[src/rtl/imem_loader.sv]
// Byte-stream instruction-memory loader: 16-bit little-endian word count, then
// little-endian 32-bit words. Optional checksum check under IMEM_LOADER_CKSUM_EN.
module imem_loader #(
  parameter int ADDR_W = 10
) (
  input  logic              clka,
  input  logic              rst,
  input  logic              start,
  input  logic              s_valid,
  input  logic [7:0]        s_data,
  output logic              s_ready,
  output logic              we,
  output logic [ADDR_W-1:0] waddr,
  output logic [31:0]       wdata,
  output logic              busy,
  output logic              done,
  output logic              err
);

  localparam logic [2:0] S_IDLE = 3'd0;
  localparam logic [2:0] S_LEN  = 3'd1;
  localparam logic [2:0] S_DATA = 3'd2;
`ifdef IMEM_LOADER_CKSUM_EN
  localparam logic [2:0] S_CHK  = 3'd3;
`endif
  localparam logic [2:0] S_DONE = 3'd4;

`ifdef IMEM_LOADER_CKSUM_EN
  localparam logic [2:0] S_AFTER_DATA = S_CHK;
`else
  localparam logic [2:0] S_AFTER_DATA = S_DONE;
`endif

  // Largest word count that still fits in the memory without wrapping waddr.
  localparam logic [16:0] MAX_WORDS = 17'(1) << ADDR_W;

  logic [2:0]        state_q, state_d;
  logic [1:0]        byte_cnt_q, byte_cnt_d;
  logic [15:0]       word_cnt_q, word_cnt_d;
  logic [15:0]       len_q, len_d;
  logic [23:0]       asm_q, asm_d;
  logic              we_q, we_d;
  logic [ADDR_W-1:0] waddr_q, waddr_d;
  logic [31:0]       wdata_q, wdata_d;
  logic              err_q, err_d;
`ifdef IMEM_LOADER_CKSUM_EN
  logic [7:0]        csum_q, csum_d;
`endif

  logic        xfer;
  logic [15:0] len_full;

`ifdef IMEM_LOADER_CKSUM_EN
  assign s_ready = (state_q == S_LEN) || (state_q == S_DATA) || (state_q == S_CHK);
`else
  assign s_ready = (state_q == S_LEN) || (state_q == S_DATA);
`endif
  assign xfer     = s_valid && s_ready;
  assign len_full = {s_data, len_q[7:0]};

  assign busy  = (state_q != S_IDLE);
  assign done  = (state_q == S_DONE);
  assign we    = we_q;
  assign waddr = waddr_q;
  assign wdata = wdata_q;
  assign err   = err_q;

  always_comb begin
    state_d    = state_q;
    byte_cnt_d = byte_cnt_q;
    word_cnt_d = word_cnt_q;
    len_d      = len_q;
    asm_d      = asm_q;
    we_d       = 1'b0;
    waddr_d    = waddr_q;
    wdata_d    = wdata_q;
    err_d      = err_q;
`ifdef IMEM_LOADER_CKSUM_EN
    csum_d     = csum_q;
`endif

    case (state_q)
      S_IDLE: begin
        if (start) begin
          state_d    = S_LEN;
          byte_cnt_d = 2'd0;
          word_cnt_d = 16'd0;
          len_d      = 16'd0;
          waddr_d    = '0;
          err_d      = 1'b0;
`ifdef IMEM_LOADER_CKSUM_EN
          csum_d     = 8'd0;
`endif
        end
      end

      S_LEN: begin
        if (xfer) begin
          if (byte_cnt_q == 2'd0) begin
            len_d[7:0] = s_data;
            byte_cnt_d = 2'd1;
          end else begin
            len_d      = len_full;
            byte_cnt_d = 2'd0;
            if (len_full == 16'd0) begin
              state_d = S_DONE;
            end else if ({1'b0, len_full} > MAX_WORDS) begin
              err_d   = 1'b1;
              state_d = S_DONE;
            end else begin
              state_d = S_DATA;
            end
          end
        end
      end

      S_DATA: begin
        if (xfer) begin
`ifdef IMEM_LOADER_CKSUM_EN
          csum_d = csum_q ^ s_data;
`endif
          byte_cnt_d = byte_cnt_q + 2'd1;
          case (byte_cnt_q)
            2'd0: asm_d[7:0]   = s_data;
            2'd1: asm_d[15:8]  = s_data;
            2'd2: asm_d[23:16] = s_data;
            default: begin
              // Fourth byte completes the word; the write strobe lands next cycle.
              we_d       = 1'b1;
              waddr_d    = word_cnt_q[ADDR_W-1:0];
              wdata_d    = {s_data, asm_q};
              word_cnt_d = word_cnt_q + 16'd1;
              if (word_cnt_q + 16'd1 == len_q) begin
                state_d = S_AFTER_DATA;
              end
            end
          endcase
        end
      end

`ifdef IMEM_LOADER_CKSUM_EN
      S_CHK: begin
        if (xfer) begin
          if (s_data != csum_q) begin
            err_d = 1'b1;
          end
          state_d = S_DONE;
        end
      end
`endif

      S_DONE: begin
        state_d = S_IDLE;
      end

      default: begin
        state_d = S_IDLE;
      end
    endcase
  end

  always_ff @(posedge clka) begin
    if (rst) begin
      state_q    <= S_IDLE;
      byte_cnt_q <= 2'd0;
      word_cnt_q <= 16'd0;
      len_q      <= 16'd0;
      asm_q      <= 24'd0;
      we_q       <= 1'b0;
      waddr_q    <= '0;
      wdata_q    <= 32'd0;
      err_q      <= 1'b0;
`ifdef IMEM_LOADER_CKSUM_EN
      csum_q     <= 8'd0;
`endif
    end else begin
      state_q    <= state_d;
      byte_cnt_q <= byte_cnt_d;
      word_cnt_q <= word_cnt_d;
      len_q      <= len_d;
      asm_q      <= asm_d;
      we_q       <= we_d;
      waddr_q    <= waddr_d;
      wdata_q    <= wdata_d;
      err_q      <= err_d;
`ifdef IMEM_LOADER_CKSUM_EN
      csum_q     <= csum_d;
`endif
    end
  end

endmodule

[config.mk]
export PLATFORM = sky130hd
export DESIGN_NAME = imem_loader
export DESIGN_NICKNAME = d
export VERILOG_FILES = /design/src/rtl/imem_loader.sv
export SDC_FILE = /design/constraint.sdc
export NUM_CORES = 1
export LEC_CHECK = 0
export CAP_MARGIN = 20
export CORE_MARGIN = 3
export CORE_UTILIZATION = 45
export CTS_CLUSTER_DIAMETER = 50
export CTS_CLUSTER_SIZE = 20
export DETAILED_ROUTE_END_ITERATION = 8
export PLACE_DENSITY = 0.77
export REMOVE_ABC_BUFFERS = 1
export SYNTH_ARGS = -nofsm -noshare
export SYNTH_HDL_FRONTEND = slang
export SYNTH_SLANG_ARGS = --single-unit
[constraint.sdc]
create_clock -name clka -period 2.1 [get_ports clka]
set_clock_uncertainty 0.2 [all_clocks]
set_input_delay 0.42 -clock clka [delete_from_list [all_inputs] [get_ports clka]]
set_output_delay 0.42 -clock clka [all_outputs]
set_load 0.03 [all_outputs]
# == Word level (Yosys, flattened, before mapping) ==
# Cells that the tools add are included.
# Widths: inputs -> output; s select.
# word_totals
out_inout_bits,47
register_bits,105
# op_classes
n_bitwise,3
eq_ne,15
add_sub_neg,2
n_lt_le_gt_ge,1
muxes,33
n_reduce_logical,21
# op_table
op,count
$mux 16,4
$pmux 16 s2,2
$mux 10,3
$mux 3,8
$pmux 10 s2,1
$add 16x1->16 const B,1
$eq 16x16->1,1
$gt 16x11->1 const B,1
$logic_not 16->1,1
$mux 8,2
$reduce_and 4->1,4
$ne 2x2->1 const B,6
$reduce_and 3->1,4
$reduce_and 6->1,2
$pmux 3 s3,1
$mux 1,7
$mux 2,3
$ne 2x1->1 const B,3
$pmux 2 s3,1
$reduce_bool 3->1,2
$reduce_or 3->1,2
$reduce_bool 2->1,2
$eq 3x1->1 const B,1
$eq 3x2->1 const B,1
10 further kinds,12

# == Depth between registers and ports, before layout ==
# depth
depth_word,6
mapped_depth,8
ltp_nobuf,7

# == Least setup slack after synthesis ==
# Ideal clock, no wire load.
# synth_timing
kind,reg-to-reg
start,register word_cnt_q[1]
end,register state_q[1]
path_buffers,0
setup_ns,0.120
path_stages_with_launch,8
period_less_slack_ns,2.318
arrival_time_ns,1.998
setup_slack_ns,-0.218
cell_sequence,dfxtp_1 ha_1 nand3_1 or2_1 or3_1 a21boi_1 o2111ai_1 o31a_1
# synth_via
elab_chain_cells,4
# synth_lines
element,line,rtl
"start, declared",39,"logic [15:0] word_cnt_q, word_cnt_d;"
"start signal, assigned",179,word_cnt_q <= word_cnt_d;
$add 16x1->16,133,if (word_cnt_q + 16'd1 == len_q) begin
$eq 16x16->1,133,
$ne 2x1->1 (no source line),-,
$reduce_and 6->1 (no source line),-,
"end signal, assigned",177,state_q <= state_d;
"end, declared",37,"logic [2:0] state_q, state_d;"
# No other way between the ends.
# A chain may end at the register's enable or synchronous reset.

# == Final worst setup path ==
# Same ends and word-level chain as after synthesis.

==> flow_summary.ini <==
[cts]
clk_latency_ps = 380
cts.path.max_buffers = 2
cts_made_buffers = 9
cts_max_level = 3
cts_tree = done
clock_sinks = 105
clockRootBuffer = clkbuf_8
cts_hold_buffers = 0
clk_pin_slew_ps = 110

[synth]
ys_ff_latch = 105
synth_edf_count = 0
syn-cell-area_um2 = 4660
async_reset_ff_frac = 0
synth_top_area_share = 0.451
ys.flop_type = dfxtp_1
ys_seq_area_frac = 0.451
avgSynthCellArea_um2 = 8.04
yosysWarnings = 0
synthCells = 579
synth_top_cell_by_area = dfxtp_1
ys_types = 48
yosys-top-cells-area = dfxtp_1 (45%), a21oi_1 (8.6%), nand2_1 (7.7%)

[setup_path]
endpoint_kind = register
critical_path_arrival_ps = 2180
required_ps = 2180
cp_num_buf_inv = 0
critPathKind = reg2reg
reg2reg_from = word_cnt_q[1]
crit_path_start_kind = register
cp_slowest_cell = dfxtp_2
reg2reg_to = state_q[1]
worstRegToRegCells = 7
crit_family = compound AO/OA/AOI/OAI gates
path_max_fanout = 2
path_cells = ha_4 -> nand3_2 -> or2_1 -> or3_1 -> a21boi_1 -> o2111ai_2 -> o31a_1
slowest_delay_ps = 370
rrSetupSlack_ps = -3

[min_path]
hold_path_depth = 2
min_path_type = in2reg
min-delay-start = rst
hold_end = asm_q[17]

[die]
dieHeight_um = 108
die_area_um2 = 11600
die_w_um = 108
core_region_area_um2 = 9910
row_count = 36
initial_core_util = 0.470
io_pins = 59

[detailed_routing]
drtIter0Drc = 260
wl_per_cell_um = 15.3
viasPerCell = 5.41
dr.pass1.iters = 8
drc = 0
drt_wl_total_um = 12300
antenna_left = 0
vias = 4342

[finish]
layout_common_cells = dfxtp_1 (99), nand2_1 (96), a21oi_1 (79)
fin_area_um2 = 6070
stdcell_count = 802
drive_above_1_share = 0.164
syn_to_final_growth_pct = 30.3
final_common_cell = dfxtp_1
antenna_cells = 0
layout.nets = 681

[sta]
fin_ws_ps = -3.49
period_share = 1.00
setup_tns_ps = -3.49
rsz0062_at_grt = yes
tightest_slew_ps = 546
slew_violations = 0
clock.fmax_mhz = 475
slew_headroom = 0.636
setup_viol = 1
fin_crit_ps = 2100
final_hold_viol_count = 0

[global_route]
antenna_found_initial = 0
grt_pass1_wl_um = 20300
grt_pass1_vias = 4303
grt_overflow = 0
grt_max_degree = 41
grt_use_total = 0.218

[placed_design]
place_ws_ps = -422
io_buffer_count = 58
placed_cell_area_um2 = 5700
post-place-cells = 783
dp_hpwl_um = 8550
gp_congestion = 0.882

[run_status]
outcome = complete, but fails checks
violations = negative setup slack

[run]
cap_violations = 0

[power_and_ir_drop]
vdd_drop_max_mv = 0.384
p_per_area_nw_per_um2 = 661
p_leak_nw = 2.53
-- Yosys cell counts, types with 3 or more instances --
cell / n
mux2i_1: 25
or3_1: 7
nor3_1: 14
a21oi_1: 80
a211oi_1: 4
nand3_1: 39
a31oi_1: 4
nand2b_1: 9
xor2_1: 9
nand2_1: 96
and3_1: 3
buf_2: 12
nor4_1: 6
o21ai_0: 11
ha_1: 5
inv_1: 6
and2_1: 3
xnor2_1: 12
clkbuf_1: 30
nor2_1: 56
dfxtp_1: 105
nand4_1: 7
-- worst max path at each step --
stage / start / end / cells past startpoint
final: word_cnt_q[1] / state_q[1] / 7
after global routing: word_cnt_q[1] / state_q[1] / 7
after CTS: state_q[2] / busy / 2
after detailed placement: s_valid / waddr[5] / 7
after global placement: s_valid / waddr[9] / 7
after floorplan: byte_cnt_q[0] / word_cnt_q[3] / 6
-- flip-flops by register name, indices dropped and copies added (netlist names) --
signal / count
asm_q: 24
byte_cnt_q: 2
err: 1
len_q: 16
state_q: 3
waddr: 10
wdata: 32
we: 1
word_cnt_q: 16
-- cell type report --
cell class / instances / area, um^2
sequential: 105 / 2120
inverter: 6 / 22.5
clock buffer: 10 / 128
timing repair buffer: 120 / 1130
clock inverter: 6 / 61.3
tap: 133 / 166
fill: 872 / 3840
multi-input combinational: 422 / 2440
-- what timing repair did --
item | CTS | global route
setup endpoints to repair | 16 | 20
gates resized for setup | 28 | 19
buffers inserted | 2 | 1
endpoints found under the hold margin | 0 | 0
pin swaps | 11 | 5
-- power breakdown --
| part | internal, W | leakage [nW] | switching, W |
|---|---|---|---|
| Combinational | 0.000303 | 1.59 | 0.000402 |
| Sequential | 0.00203 | 0.851 | 0.0000365 |
| Clock | 0.000461 | 0.0922 | 0.000775 |
| Total | 0.00280 | 2.53 | 0.00121 |
-- per-stage QoR --
step                total power (W)  utilization  hold WS, ps
global route                0.00417        0.612          268
finish                      0.00401        0.612          249
floorplan                   0.00244            -          225
global placement            0.00276        0.576          236
detailed placement          0.00277        0.576          242
CTS                         0.00401        0.605          244
-- routing by layer --
layer  up-vias  part of all wire  track usage
li1       2149                 -            -
met2       130              0.49        0.366
met4         0             0.021       0.0803
met5         -                 0            0
met3        26             0.057       0.0408
met1      2037              0.43        0.278
-- logic make-up after synthesis --
logic type | after synthesis | synth area share
buf+inv | 52 | 0.0468
simple gates | 255 | 0.255
flops | 105 | 0.451
mux | 25 | 0.0537
xor+xnor | 21 | 0.0395
fa+ha+maj | 5 | 0.0134
compound gates | 116 | 0.141
Power figures use the tool's default switching activity.
